**src/rtl/core_launcher.sv**
```systemverilog
`timescale 1ns/1ps
// Purpose: host-side run controller: load input bytes into data memory, settle, run core with watchdog, drain results.
// Latency: LOAD_LEN load cycles + 2 settle cycles + run length + RES_LEN drain cycles at full handshake rate.
// Backpressure: in_valid gaps stall LOAD; out_ready low stalls DRAIN with out_valid and mem_addr held.
//
// Ports:
//   clk, reset             : clock and synchronous active-high reset
//   in_valid/in_ready/in_data    : host input byte stream (accepted only in LOAD)
//   out_valid/out_ready/out_data : host result byte stream (offered only in DRAIN)
//   mem_we/mem_addr/mem_wdata/mem_rdata : data-memory host port (rdata combinational from addr)
//   core_reset/core_req/core_done       : core control: reset level, one-cycle start pulse, done level
//   busy, timeout, run_cycles           : status: not idle, last run aborted, RUN-cycle count
module core_launcher #(
  parameter int AW        = 8,
  parameter int LOAD_BASE = 0,
  parameter int LOAD_LEN  = 64,
  parameter int RES_BASE  = 64,
  parameter int RES_LEN   = 32,
  parameter int TIMEOUT   = 4096
) (
  input  logic          clk,
  input  logic          reset,
  input  logic          in_valid,
  input  logic [7:0]    in_data,
  output logic          in_ready,
  output logic          out_valid,
  output logic [7:0]    out_data,
  input  logic          out_ready,
  output logic          mem_we,
  output logic [AW-1:0] mem_addr,
  output logic [7:0]    mem_wdata,
  input  logic [7:0]    mem_rdata,
  output logic          core_reset,
  output logic          core_req,
  input  logic          core_done,
  output logic          busy,
  output logic          timeout,
  output logic [15:0]   run_cycles
);

  typedef enum logic [2:0] {
    S_IDLE,
    S_LOAD,
    S_SETTLE,
    S_RUN,
    S_DRAIN
  } state_t;

  localparam logic [AW-1:0] LOAD_BASE_A = AW'(LOAD_BASE);
  localparam logic [AW-1:0] RES_BASE_A  = AW'(RES_BASE);
  localparam logic [AW-1:0] LOAD_LAST   = AW'(LOAD_LEN - 1);
  localparam logic [AW-1:0] RES_LAST    = AW'(RES_LEN - 1);
  localparam logic [15:0]   RUN_LAST    = 16'(TIMEOUT - 1);

  state_t        state, state_nxt;
  logic [AW-1:0] idx, idx_nxt;
  logic          settle_cnt, settle_cnt_nxt;
  logic [15:0]   run_cycles_nxt;
  logic          timeout_nxt;
  logic          first_run;

  // run_cycles is cleared on SETTLE entry, so it reads zero only in the first RUN cycle.
  assign first_run = (run_cycles == 16'd0);

  always_ff @(posedge clk) begin
    if (reset) begin
      state      <= S_IDLE;
      idx        <= '0;
      settle_cnt <= 1'b0;
      run_cycles <= 16'd0;
      timeout    <= 1'b0;
    end else begin
      state      <= state_nxt;
      idx        <= idx_nxt;
      settle_cnt <= settle_cnt_nxt;
      run_cycles <= run_cycles_nxt;
      timeout    <= timeout_nxt;
    end
  end

  always_comb begin
    state_nxt      = state;
    idx_nxt        = idx;
    settle_cnt_nxt = settle_cnt;
    run_cycles_nxt = run_cycles;
    timeout_nxt    = timeout;
    in_ready       = 1'b0;
    out_valid      = 1'b0;
    out_data       = 8'h00;
    mem_we         = 1'b0;
    mem_addr       = '0;
    mem_wdata      = 8'h00;
    core_reset     = 1'b1;
    core_req       = 1'b0;
    busy           = (state != S_IDLE);

    case (state)
      S_IDLE: begin
        // The triggering byte stays on the bus and is taken in the first LOAD cycle.
        if (in_valid) begin
          state_nxt   = S_LOAD;
          idx_nxt     = '0;
          timeout_nxt = 1'b0;
        end
      end

      S_LOAD: begin
        in_ready = 1'b1;
        mem_addr = LOAD_BASE_A + idx;
        if (in_valid) begin
          mem_we    = 1'b1;
          mem_wdata = in_data;
          if (idx == LOAD_LAST) begin
            state_nxt      = S_SETTLE;
            idx_nxt        = '0;
            settle_cnt_nxt = 1'b0;
            run_cycles_nxt = 16'd0;
          end else begin
            idx_nxt = idx + AW'(1);
          end
        end
      end

      S_SETTLE: begin
        if (settle_cnt) begin
          state_nxt      = S_RUN;
          settle_cnt_nxt = 1'b0;
        end else begin
          settle_cnt_nxt = 1'b1;
        end
      end

      S_RUN: begin
        core_reset = 1'b0;
        core_req   = first_run;
        if (run_cycles != 16'hFFFF) begin
          run_cycles_nxt = run_cycles + 16'd1;
        end
        // Done is checked before the watchdog so a coincident done is not flagged as a timeout.
        if (!first_run && core_done) begin
          state_nxt = S_DRAIN;
          idx_nxt   = '0;
        end else if (run_cycles >= RUN_LAST) begin
          state_nxt   = S_DRAIN;
          idx_nxt     = '0;
          timeout_nxt = 1'b1;
        end
      end

      S_DRAIN: begin
        out_valid = 1'b1;
        mem_addr  = RES_BASE_A + idx;
        out_data  = mem_rdata;
        if (out_ready) begin
          if (idx == RES_LAST) begin
            state_nxt = S_IDLE;
            idx_nxt   = '0;
          end else begin
            idx_nxt = idx + AW'(1);
          end
        end
      end

      default: begin
        state_nxt = S_IDLE;
        idx_nxt   = '0;
      end
    endcase
  end

endmodule

```
**config.mk**
```make
export PLATFORM = sky130hd
export DESIGN_NAME = core_launcher
export DESIGN_NICKNAME = d
export VERILOG_FILES = /design/src/rtl/core_launcher.sv
export SDC_FILE = /design/constraint.sdc
export NUM_CORES = 1
export LEC_CHECK = 0
export ABC_CLOCK_PERIOD_IN_PS = 2500
export BUFFER_PORTS_ARGS = -buffer_cell sky130_fd_sc_hd__buf_4
export CAP_MARGIN = 0
export CORE_UTILIZATION = 35
export CTS_CLUSTER_DIAMETER = 80
export DETAILED_ROUTE_END_ITERATION = 10
export HOLD_SLACK_MARGIN = 0.15
export PLACE_DENSITY = 0.6
export SKIP_CTS_REPAIR_TIMING = 1
export SYNTH_ARGS = -nofsm -noshare
export SYNTH_HDL_FRONTEND = slang
export SYNTH_SLANG_ARGS = --single-unit
```
**constraint.sdc**
```tcl
create_clock -name clk -period 2.5 [get_ports clk]
set_input_delay 0.375 -clock clk [delete_from_list [all_inputs] [get_ports clk]]
set_output_delay 0.375 -clock clk [all_outputs]
set_load 0.01 [all_outputs]
```
* Word-level counts from Yosys, hierarchy flattened
Index checks and enable logic that the tools add are counted.
** Storage, ports and cells
- Logic and storage cells :: 79
- Input port bits :: 21
- Register bits after elaboration :: 29
- Output and inout port bits :: 47
** Cells by class
- Reduce and logical (&&, ||, !) cells :: 13
- Bitwise operators :: 1
- Muxes and demuxes :: 39
- Add/sub/neg operators :: 3
- Order comparisons :: 1
- Equality and inequality tests :: 17
** Operator list (number)
- 8-bit 2-to-1 mux :: 10
- 16-bit 2-to-1 mux :: 3
- 8-bit case mux with 5 select lines :: 1
- 16-bit case mux with 2 select lines :: 1
- 3-bit 2-to-1 mux :: 8
- 2-bit inequality test, second input constant :: 9
- 16-bit by 1-bit adder with 16-bit output, second input constant :: 1
- 16-bit by 12-bit greater-or-equal comparator with 1-bit output, second input constant :: 1
- 16-bit zero test :: 1
- 16-bit inequality test, second input constant :: 1
- 8-bit case mux with 2 select lines :: 1
- 3-bit case mux with 5 select lines :: 1
- 1-bit 2-to-1 mux :: 12
- 7-bit by 8-bit adder with 8-bit output, first input constant :: 1
- 8-bit by 1-bit adder with 8-bit output, second input constant :: 1
- 8-bit by 5-bit == test with 1-bit output, second input constant :: 1
- 8-bit by 6-bit == test with 1-bit output, second input constant :: 1
- 4-bit AND reduction :: 2
- 7-bit AND reduction :: 1
- 3-bit by 2-bit == test with 1-bit output, second input constant :: 2
- 2-bit nonzero test :: 3
- 5-bit AND reduction :: 1
- 1-bit case mux with 2 select lines :: 2
- 3-bit by 1-bit == test with 1-bit output, second input constant :: 1
- 8 further kinds :: 8

* Logic depth before layout (Yosys ltp)
Gate-level depths: netlist of run 1.
- Depth in word-level cells :: 5
- Mapped depth :: 8
- Depth with buffers taken out :: 7

* Worst setup path before layout of run 1
OpenSTA, ideal clock, no wires.
- Path type :: register to register
- Start point :: reg run_cycles[0]
- End point :: reg idx[1]
- Slack :: 607 ps
- Clock period less this slack :: 1893 ps
- Buffers on the path :: 0
- Data arrival time :: 1765 ps
- Setup time :: 128 ps
- Cell stages (with the launch flop) :: 8
- Data required time :: 2372 ps
- Path through :: dfxtp_1 -> inv_1 -> ha_1 -> nor4b_2 -> a41oi_2 -> o31ai_2 -> mux2i_1 -> nor2_1
** Between the ends
- Word-level cells in the longest chain between the ends :: 5
- Elaborated cells between the ends (all ways) :: 8
- Classes of those cells :: order compare: 1; eq/ne: 1; mux: 2; reduce/logical: 4
** Ends and longest elaborated chain
- start, declared :: RTL line 38 : output logic [15:0] run_cycles
- start signal, assigned :: RTL line 76 : run_cycles <= run_cycles_nxt;
- parallel branches: the longest is 5 deep, another holds 16-bit by 12-bit greater-or-equal comparator with 1-bit output
- end signal, assigned :: RTL line 74 : idx <= idx_nxt;
- end, declared :: RTL line 56 : logic [AW-1:0] idx, idx_nxt;
Several ways; the timed one is not identified.
A chain may end at the register's enable or synchronous reset.

* Final worst setup path of run 1
- Start point :: reg idx[0]
- End point :: reg run_cycles[15]
** Between the ends
- Word-level cells in the longest chain between the ends :: 3
** Ends and longest elaborated chain
- 8-bit by 6-bit == test with 1-bit output :: RTL line 113 : if (idx == LOAD_LAST) begin
- 2-bit inequality test (no line)
- 4-bit AND reduction (no line)
Every way passes these cells.

==> results of run 1 <==
## worst reg2reg max path: cells and delay by family (launching register included)
family,cells,cell delay [ns]
AO/OA/AOI/OAI,2,0.99
adder cells (fa/ha/maj),1,0.24
flip-flops,1,0.34
AND/OR/NAND/NOR,3,0.62
## registers in the layout, indices dropped and copies added, names as in the netlist
signal      flops
state           3
settle_cnt      1
idx             8
timeout         1
run_cycles     16
## path summary, 6_finish.rpt
kind / endpoint / start / slack [ns]
setup reg to reg: run_cycles[15]$_SDFFE_PP0P_ / idx[0]$_SDFFE_PP0P_ / 0.22
setup / recovery: run_cycles[15]$_SDFFE_PP0P_ / idx[0]$_SDFFE_PP0P_ / 0.22
hold reg to reg: idx[0]$_SDFFE_PP0P_ / idx[0]$_SDFFE_PP0P_ / 0.50
hold / removal: idx[6]$_SDFFE_PP0P_ / reset / 0.40
## metrics by stage
step | total power [mW] | cell area (um^2) | setup slack (ns) | utilization (%)
4_1_cts | 0.978 | 2680 | 0.221 | 48.6
6_report | 0.959 | 2680 | 0.221 | 48.6
2_1_floorplan | 0.531 | 1990 | 0.607 | -
5_1_grt | 1.01 | 2680 | 0.0138 | 48.6
3_5_place_dp | 0.586 | 2590 | 0.228 | 47.0
3_3_place_gp | 0.585 | 2590 | 0.285 | 47.0
## report_power, final
group          internal (mW)  switching (mW)  leakage (nW)  total, mW
sequential             0.464         0.00332         0.234      0.467
clock                  0.192           0.193        0.0439      0.385
combinational         0.0522          0.0545         0.782      0.107
total                  0.708           0.251          1.06      0.959
## cells in the mapped netlist (6+ instances only)
library cell,number,area [um^2]
clkbuf_1,8,30.0
and2_1,10,62.6
nand3_1,14,70.1
o21ai_0,15,75.1
and3_1,9,56.3
dfxtp_1,29,581
nor2_1,14,52.6
inv_1,7,26.3
or3_1,8,50.1
a21oi_1,24,120
nand4_1,7,43.8
nor2b_1,9,56.3
nand2_1,15,56.3
nor3_1,10,50.1
o31ai_1,6,45.0
or4_1,9,67.6
## layer usage
metal / track usage (%) / vias to the layer above / part of all wire, %
li1: - / 1099 / -
met1: 23.0 / 1018 / 46
met2: 33.6 / 78 / 47
met3: 4.12 / 7 / 6.5
met4: 5.66 / 0 / 1.0
met5: 0 / - / 0
## cell families (layout without fill, tap and decap cells)
family | count (synthesis) | count (layout) | share of synthesized area [%]
AO/OA/AOI/OAI | 71 | 71 | 23.5
AND/OR/NAND/NOR | 125 | 125 | 38.4
flip-flops | 29 | 29 | 29.1
adder cells (fa/ha/maj) | 4 | 4 | 2.51
multiplexers | 3 | 3 | 1.57
buffers and inverters | 21 | 92 | 4.90
## area by class of cell
cell class / count / area (um^2) / share of cell area (%)
Multi-Input combinational cell: 203 / 1320 / 49.1
Sequential cell: 29 / 581 / 21.7
Timing Repair Buffer: 77 / 578 / 21.6
Tap cell: 72 / 90.1 / 3.37
Clock buffer: 5 / 68.8 / 2.57
Inverter: 7 / 26.3 / 0.982
Clock inverter: 3 / 17.5 / 0.655
==> flow_summary.json, run 1 <==
{
  "cts_buffer_depth": 2,
  "die_w_um": 77.5,
  "grt_pass1_vias": 1943,
  "cts_tree": "done",
  "path_buf_inv": 0,
  "syn_area_per_cell_um2": 7.88,
  "syn_nets": 278,
  "fin_cells": 396,
  "synth_top_flop_cell": "dfxtp_1",
  "peakVddDrop_mv": 0.216,
  "critPathLaunchType": "flip-flop",
  "port_buffers": 67,
  "core_area_mm2": 0.00551,
  "fill_cells": 591,
  "worstSetupPathType": "flip-flop to flip-flop",
  "status": "complete, no violations",
  "slew_headroom_pct": 38.1,
  "cp.arrival_ns": 2.47,
  "root_buffer": "clkbuf_8",
  "mostFrequentLayoutCell": "buf_4",
  "rsz0062_at_grt": "no",
  "vias": 2202,
  "critPathTopFamily": "compound AO/OA/AOI/OAI gates",
  "syn_to_final_growth_pct": 34.3,
  "synth_cells": 253,
  "hold_ws_ns": 0.402,
  "final_cell_mix": "77 x buf_4, 29 x dfxtp_1, 24 x a21oi_1",
  "endpoint_kind": "flip-flop",
  "boundaryPins": 68,
  "diodes": 0,
  "clk-insertion-delay-late_ns": 0.28,
  "synth.distinct_cells": 51,
  "yosysSeqAreaShare_pct": 29.1,
  "drtIter0Drc": 104,
  "leakage_nw": 1.06,
  "firstDrtPassIters": 4,
  "min_period_ns": 2.28,
  "path_clk_slew_ns": 0.07,
  "grt_max_degree": 28,
  "grt_antenna_before_repair": 0,
  "place_inst": 388,
  "setup_viol_count_final": 0,
  "numCtsBuffers": 5,
  "grt_usage_pct": 19.1,
  "drv_slew": 0,
  "drc": 0,
  "grt_overflow": 0,
  "die-area_mm2": 0.00600,
  "ys_ff_latch": 29,
  "path_depth": 6,
  "required_ns": 2.69,
  "drt_wl_total_mm": 5.68,
  "finalNetCount": 348,
  "synth_area_mm2": 0.00199,
  "r2r_cells": 6,
  "rows": 27,
  "clock_skew_ns": 0.00900,
  "fp.dieH_um": 77.5,
  "period_share_pct": 91.2,
  "clock_sinks": 29,
  "grt_pass1_wl_mm": 9.20,
  "crit_slowest_cell": "o21ai_2",
  "hold_path.class": "input port to flip-flop",
  "tightest_slew_ns": 0.929,
  "cp_common_cell": "and4_1",
  "p_per_area_mw_per_mm2": 359,
  "start_util_pct": 36.2,
  "crit_fanout": 27,
  "maxCapViolations": 0,
  "finalHoldViolCount": 0,
  "htreeDepth": 2,
  "drtAntennaViolNets": 0,
  "yosys_warnings": 0,
  "place.gp.congestion": 0.814,
  "async_reset_ff_share_pct": 0,
  "worstHoldPathCells": 2,
  "crit_chain": "ha_1 -> and4_1 -> and4_1 -> o21ai_2 -> nor2_1 -> a311oi_1",
  "max_stage_delay_ns": 0.72,
  "wl_per_cell_um": 14.3,
  "setup_tns_ns": 0,
  "viasPerCell": 5.56,
  "synth_edf_count": 0,
  "hpwlAfterDp_mm": 4.20,
  "fmax_ghz": 0.439,
  "drive_gt1_share_pct": 30.9
}
Note: power is estimated with default switching activity, not from simulation.
==> run 2: changes to the inputs <==
--- a/config.mk
+++ b/config.mk
@@ -5,14 +5,15 @@
 export SDC_FILE = /design/constraint.sdc
 export NUM_CORES = 1
 export LEC_CHECK = 0
+export ABC_AREA = 1
 export ABC_CLOCK_PERIOD_IN_PS = 2500
 export BUFFER_PORTS_ARGS = -buffer_cell sky130_fd_sc_hd__buf_4
-export CAP_MARGIN = 0
+export CAP_MARGIN = 20
 export CORE_UTILIZATION = 35
 export CTS_CLUSTER_DIAMETER = 80
 export DETAILED_ROUTE_END_ITERATION = 10
 export HOLD_SLACK_MARGIN = 0.15
-export PLACE_DENSITY = 0.6
+export PLACE_DENSITY = 0.59
 export SKIP_CTS_REPAIR_TIMING = 1
 export SYNTH_ARGS = -nofsm -noshare
 export SYNTH_HDL_FRONTEND = slang
==> flow_summary.json, run 2 <==
{
  "drt_wl_total_mm": 6.44,
  "synth_top_flop_cell": "dfxtp_1",
  "peakVddDrop_mv": 0.404,
  "drc": 0,
  "synth_compound_area_share_pct": 10.1,
  "port_buffers": 67,
  "grt_pass1_vias": 2196,
  "critPathLaunchType": "flip-flop",
  "min_period_ns": 2.10,
  "maxCapViolations": 0,
  "yosysSeqAreaShare_pct": 25.6,
  "synth_common_cells": "103 x nand2_1, 68 x nor2_1, 48 x nand3_1",
  "rows": 28,
  "cts_tree": "done",
  "tightest_slew_ns": 0.533,
  "status": "complete, no violations",
  "synth_xor_area_share_pct": 1.54,
  "clock_sinks": 29,
  "syn_area_per_cell_um2": 5.92,
  "ys_ff_latch": 29,
  "synthMuxAreaShare_pct": 0,
  "slew_headroom_pct": 64.4,
  "drtAntennaViolNets": 0,
  "vias": 2604,
  "synth_cells": 383,
  "synth.area.top_cells": "dfxtp_1 26%, nand2_1 17%, nor2_1 11%",
  "crit_start": "idx[0]$_SDFFE_PP0P_",
  "grt_max_degree": 21,
  "hold_path.class": "input port to flip-flop",
  "drtIter0Drc": 129,
  "syn_to_final_growth_pct": 29.0,
  "grt_overflow": 0,
  "grt_usage_pct": 19.6,
  "endpoint_kind": "flip-flop",
  "yosys.area.top_type": "dfxtp_1",
  "wl_per_cell_um": 12.3,
  "finalHoldViolCount": 0,
  "mostFrequentLayoutCell": "nand2_1",
  "yosysMostFrequentCell": "nand2_1",
  "top_regs": "run_cycles: 16 flops, idx: 8 flops, state: 3 flops",
  "r2r-end": "run_cycles[12]$_SDFFE_PP0P_",
  "r2r_start": "idx[0]$_SDFFE_PP0P_",
  "syn_nets": 408,
  "core_area_mm2": 0.00610,
  "root_buffer": "clkbuf_8",
  "clock_skew_ns": 0.0109,
  "cp.arrival_ns": 2.32,
  "crit_fanout": 12,
  "synth_top_area_share_pct": 25.6,
  "cts_buffer_depth": 2,
  "period_share_pct": 83.8,
  "largest_register_ffs": 16,
  "hpwlAfterDp_mm": 4.87,
  "fill_cells": 659,
  "yosys_warnings": 0,
  "viasPerCell": 4.97,
  "fp.dieH_um": 82.5,
  "setup_tns_ns": 0,
  "crit_end": "run_cycles[12]$_SDFFE_PP0P_",
  "final_cell_mix": "103 x nand2_1, 68 x nor2_1, 67 x buf_4",
  "power.total_mw": 1.86,
  "yosys.area_share.simple_pct": 50.0,
  "htreeDepth": 2,
  "synth.distinct_cells": 29,
  "worstSetupPathType": "flip-flop to flip-flop",
  "start_util_pct": 37.2,
  "grt_antenna_before_repair": 0,
  "p_per_area_mw_per_mm2": 635,
  "r2r_cells": 7,
  "finalNetCount": 473,
  "drive_gt1_share_pct": 24.9,
  "setup_viol_count_final": 0,
  "clk-insertion-delay-late_ns": 0.28,
  "die_w_um": 82.5,
  "boundaryPins": 68,
  "leakage_nw": 1.30,
  "rsz0062_at_grt": "no",
  "required_ns": 2.73,
  "regMostFlops": "run_cycles",
  "synth_fa_ha_area_share_pct": 2.21,
  "drv_slew": 0,
  "die-area_mm2": 0.00681,
  "diodes": 0,
  "grt_pass1_wl_mm": 10.3,
  "rrSetupSlack_ns": 0.40,
  "place.gp.congestion": 0.823,
  "synth_area_mm2": 0.00227,
  "fmax_ghz": 0.477,
  "numCtsBuffers": 5,
  "synth_top_family_by_area": "simple AND/OR/NAND/NOR gates",
  "synth_edf_count": 0,
  "async_reset_ff_share_pct": 0,
  "firstDrtPassIters": 5,
  "path_clk_slew_ns": 0.07
}
run 2: changes by cell type after synthesis, moves of 34 or more:
cell | previous run | this run
inv_1 | 7 | 44
nand2_1 | 15 | 103
nor2_1 | 14 | 68
nand3_1 | 14 | 48
run 2: per-stage QoR:
step	hold WS, ns	worst slack [ns]	cells	cell area, um^2	util, %
final	0.437	0.405	524	2930	48.0
after floorplan	0.459	0.774	383	2270	-
after global placement	0.439	0.366	516	2810	46.1
after CTS	0.426	0.381	524	2930	48.0
after detailed placement	0.439	0.388	516	2810	46.1
after global routing	0.433	0.217	524	2930	48.0
run 2: worst min-delay path by stage:
stage	startpoint	cells past startpoint	slack, ns	to
3_5_place_dp	timeout$_SDFFE_PP0P_	2	0.44	timeout$_SDFFE_PP0P_
6_report	reset	2	0.44	run_cycles[9]$_SDFFE_PP0P_
3_3_place_gp	timeout$_SDFFE_PP0P_	2	0.44	timeout$_SDFFE_PP0P_
2_1_floorplan	idx[7]$_SDFFE_PP0P_	2	0.46	idx[7]$_SDFFE_PP0P_
5_1_grt	reset	2	0.43	run_cycles[9]$_SDFFE_PP0P_
4_1_cts	reset	2	0.43	run_cycles[9]$_SDFFE_PP0P_
run 2: layout make-up:
type | instances | area, um^2 | share of cell area, %
Clock buffer | 7 | 86.3 | 2.95
Clock inverter | 1 | 30.0 | 1.03
Inverter | 49 | 184 | 6.28
Multi-Input combinational cell | 296 | 1450 | 49.5
Sequential cell | 29 | 581 | 19.8
Tap cell | 75 | 93.8 | 3.21
Timing Repair Buffer | 67 | 503 | 17.2
run 2: metal layers:
metal / global-route usage (%) / part of all wire (%)
met1: 26.8 / 47
met2: 31.8 / 44
met3: 3.74 / 7.5
met4: 4.66 / 1.1
met5: 0 / 0
run 2: worst max-delay path, cell delays in order (launching register included):
cell and delay, ns:
dfxtp_1 0.42, ha_1 0.34, nand3_4 0.18, o21ai_1 0.22, nand3_1 0.43, o21ai_0 0.32
inv_1 0.06, nor2_1 0.08
run 2: cell families (layout without fill, tap and decap cells):
family,Yosys count,in the layout
xor gates and xnor gates,4,4
buffers and inverters,58,124
AOI/OAI and AO/OA,37,37
adders and majority gates,4,4
and+or+nand+nor,251,251
DFF,29,29
run 2: report_power, final:
part / total, mW / switching (mW) / internal (mW)
Clock: 0.511 / 0.186 / 0.325
Sequential: 0.553 / 0.0493 / 0.504
Combinational: 0.795 / 0.525 / 0.270
==> run 3: changes to the inputs <==
--- a/config.mk
+++ b/config.mk
@@ -6,14 +6,14 @@
 export NUM_CORES = 1
 export LEC_CHECK = 0
 export ABC_AREA = 1
-export ABC_CLOCK_PERIOD_IN_PS = 2500
+export ABC_CLOCK_PERIOD_IN_PS = 1900
 export BUFFER_PORTS_ARGS = -buffer_cell sky130_fd_sc_hd__buf_4
 export CAP_MARGIN = 20
 export CORE_UTILIZATION = 35
 export CTS_CLUSTER_DIAMETER = 80
 export DETAILED_ROUTE_END_ITERATION = 10
 export HOLD_SLACK_MARGIN = 0.15
-export PLACE_DENSITY = 0.59
+export PLACE_DENSITY = 0.61
 export SKIP_CTS_REPAIR_TIMING = 1
 export SYNTH_ARGS = -nofsm -noshare
 export SYNTH_HDL_FRONTEND = slang
==> constraint.sdc (replaced) <==
create_clock -name clk -period 1.9 [get_ports clk]
set_input_delay 0.285 -clock clk [delete_from_list [all_inputs] [get_ports clk]]
set_output_delay 0.285 -clock clk [all_outputs]
set_load 0.01 [all_outputs]
==> flow_summary.json, run 3 (synthesis gave the netlist of run 2 again) <==
{
  "status": "complete, no violations",
  "p_clk_share_pct": 23.0,
  "drive_gt1_share_pct": 29.9,
  "grt_antenna_before_repair": 0,
  "cts_buffer_depth": 2,
  "htreeDepth": 2,
  "finalNetCount": 495,
  "hold_path.class": "input port to flip-flop",
  "switching_share_pct": 41.2,
  "hpwlAfterDp_mm": 5.22,
  "largest_register_ffs": 16,
  "setup_viol_count_final": 0,
  "fmax_ghz": 0.568,
  "clock_skew_ns": 0.00458,
  "diodes": 0,
  "firstDrtPassIters": 4,
  "die-area_mm2": 0.00681,
  "crit_chain": "inv_2 -> nor2_4 -> nand2_4 -> buf_4 -> nand2_1 -> inv_1 -> nor2_1 -> buf_4",
  "rows": 28,
  "endpoint_kind": "primary output",
  "root_buffer": "clkbuf_8",
  "grt_max_degree": 21,
  "clock_sinks": 29,
  "rsz0062_at_grt": "yes",
  "cts_tree": "done",
  "boundaryPins": 68,
  "viasPerCell": 4.91,
  "crit_slowest_cell": "dfxtp_2",
  "slew_headroom_pct": 75.5,
  "start_util_pct": 37.2,
  "clk-insertion-delay-late_ns": 0.28,
  "grt_pass1_wl_mm": 10.5,
  "fp.dieH_um": 82.5,
  "crit_fanout": 14,
  "numCtsBuffers": 5,
  "p_int_mw": 1.47,
  "power.total_mw": 2.51,
  "leakage_nw": 1.40,
  "path_buf_inv": 4,
  "maxCapViolations": 0,
  "required_ns": 1.62,
  "place.gp.congestion": 0.846,
  "drtAntennaViolNets": 0,
  "top_regs": "run_cycles: 16 flops, idx: 8 flops, state: 3 flops",
  "drtIter0Drc": 157,
  "path_clk_slew_ns": 0.07,
  "peakVddDrop_mv": 0.429,
  "max_stage_delay_ns": 0.36,
  "multi_input_area_mm2": 0.00146,
  "mostFrequentLayoutCell": "nand2_1",
  "worstSetupPathType": "flip-flop to primary output",
  "min_period_ns": 1.76,
  "combinationalPowerShare_pct": 48.2,
  "wl_per_cell_um": 12.2,
  "drt_wl_total_mm": 6.67,
  "regMostFlops": "run_cycles",
  "grt_overflow": 0,
  "fill_cells": 625,
  "finalHoldViolCount": 0,
  "critPathTopFamily": "buffers and inverters",
  "core_area_mm2": 0.00610,
  "final_cell_mix": "103 x nand2_1, 87 x buf_4, 67 x nor2_1",
  "critPathLaunchType": "flip-flop",
  "vias": 2680,
  "drv_slew": 0,
  "setup_tns_ns": 0,
  "grt_usage_pct": 20.4,
  "p_seq_share_pct": 28.9,
  "port_buffers": 67,
  "p_per_area_mw_per_mm2": 808,
  "die_w_um": 82.5,
  "cp.arrival_ns": 1.48,
  "grt_pass1_vias": 2336,
  "cp_common_cell": "buf_4",
  "seq_area_um2": 586,
  "switching_power_mw": 1.04,
  "syn_to_final_growth_pct": 37.0,
  "tightest_slew_ns": 0.364,
  "drc": 0,
  "period_share_pct": 92.7
}
## run 3: per-layer routing
metal	up-vias	wire length [um]	track usage, %
li1	1385	-	-
met2	93	3040	33.8
met5	-	0	0
met1	1194	2990	26.6
met3	8	587	3.41
met4	0	57	7.07
## run 3: through the flow
stage / hold WS [ns] / cells / utilization [%] / cell area [um^2] / setup slack (ns)
after detailed placement: 0.440 / 537 / 48.9 / 2980 / 0.175
after floorplan: 0.452 / 383 / - / 2270 / 0.174
after global routing: 0.362 / 546 / 51.0 / 3110 / -0.00156
after global placement: 0.441 / 537 / 48.9 / 2980 / 0.210
after CTS: 0.330 / 545 / 50.6 / 3080 / 0.0288
final: 0.345 / 546 / 51.0 / 3110 / 0.138
## run 3: power by group through the flow
stage / registers [mW] / clock network [mW] / logic, mW
final: 0.725 / 0.576 / 1.21
after global routing: 0.734 / 0.618 / 1.35
after CTS: 0.720 / 0.595 / 1.19
after detailed placement: 0.733 / 0 / 1.18
after global placement: 0.731 / 0 / 1.17
after floorplan: 0.742 / 0 / 0.742
## run 3: area by class of cell
type	instances	area share, %
clock inverter	1	0.161
sequential	29	18.8
timing repair buffer	89	22.0
inverter	49	5.92
clock buffer	7	3.10
tap	75	3.02
multi-input combinational	296	46.9
## run 3: worst reg2reg max path, cell delays in order, from the launching register on
cell and delay [ns]:
dfxtp_1 0.34, inv_1 0.12, ha_1 0.16, inv_1 0.08
nor2_4 0.13, nand3_4 0.08, o21ai_1 0.19, nand3_1 0.17
buf_6 0.18, o21ai_1 0.12, nor2_1 0.05
## run 3: path summary, 6_finish.rpt
check / startpoint / end / slack, ns / depth (start not counted)
max reg2reg: idx[6]$_SDFFE_PP0P_ / run_cycles[1]$_SDFFE_PP0P_ / 0.19 / 10
min: reset / run_cycles[9]$_SDFFE_PP0P_ / 0.35 / 2
max: state[0]$_SDFFE_PP0P_ / mem_addr[0] / 0.14 / 8
min reg2reg: timeout$_SDFFE_PP0P_ / timeout$_SDFFE_PP0P_ / 0.44 / 2
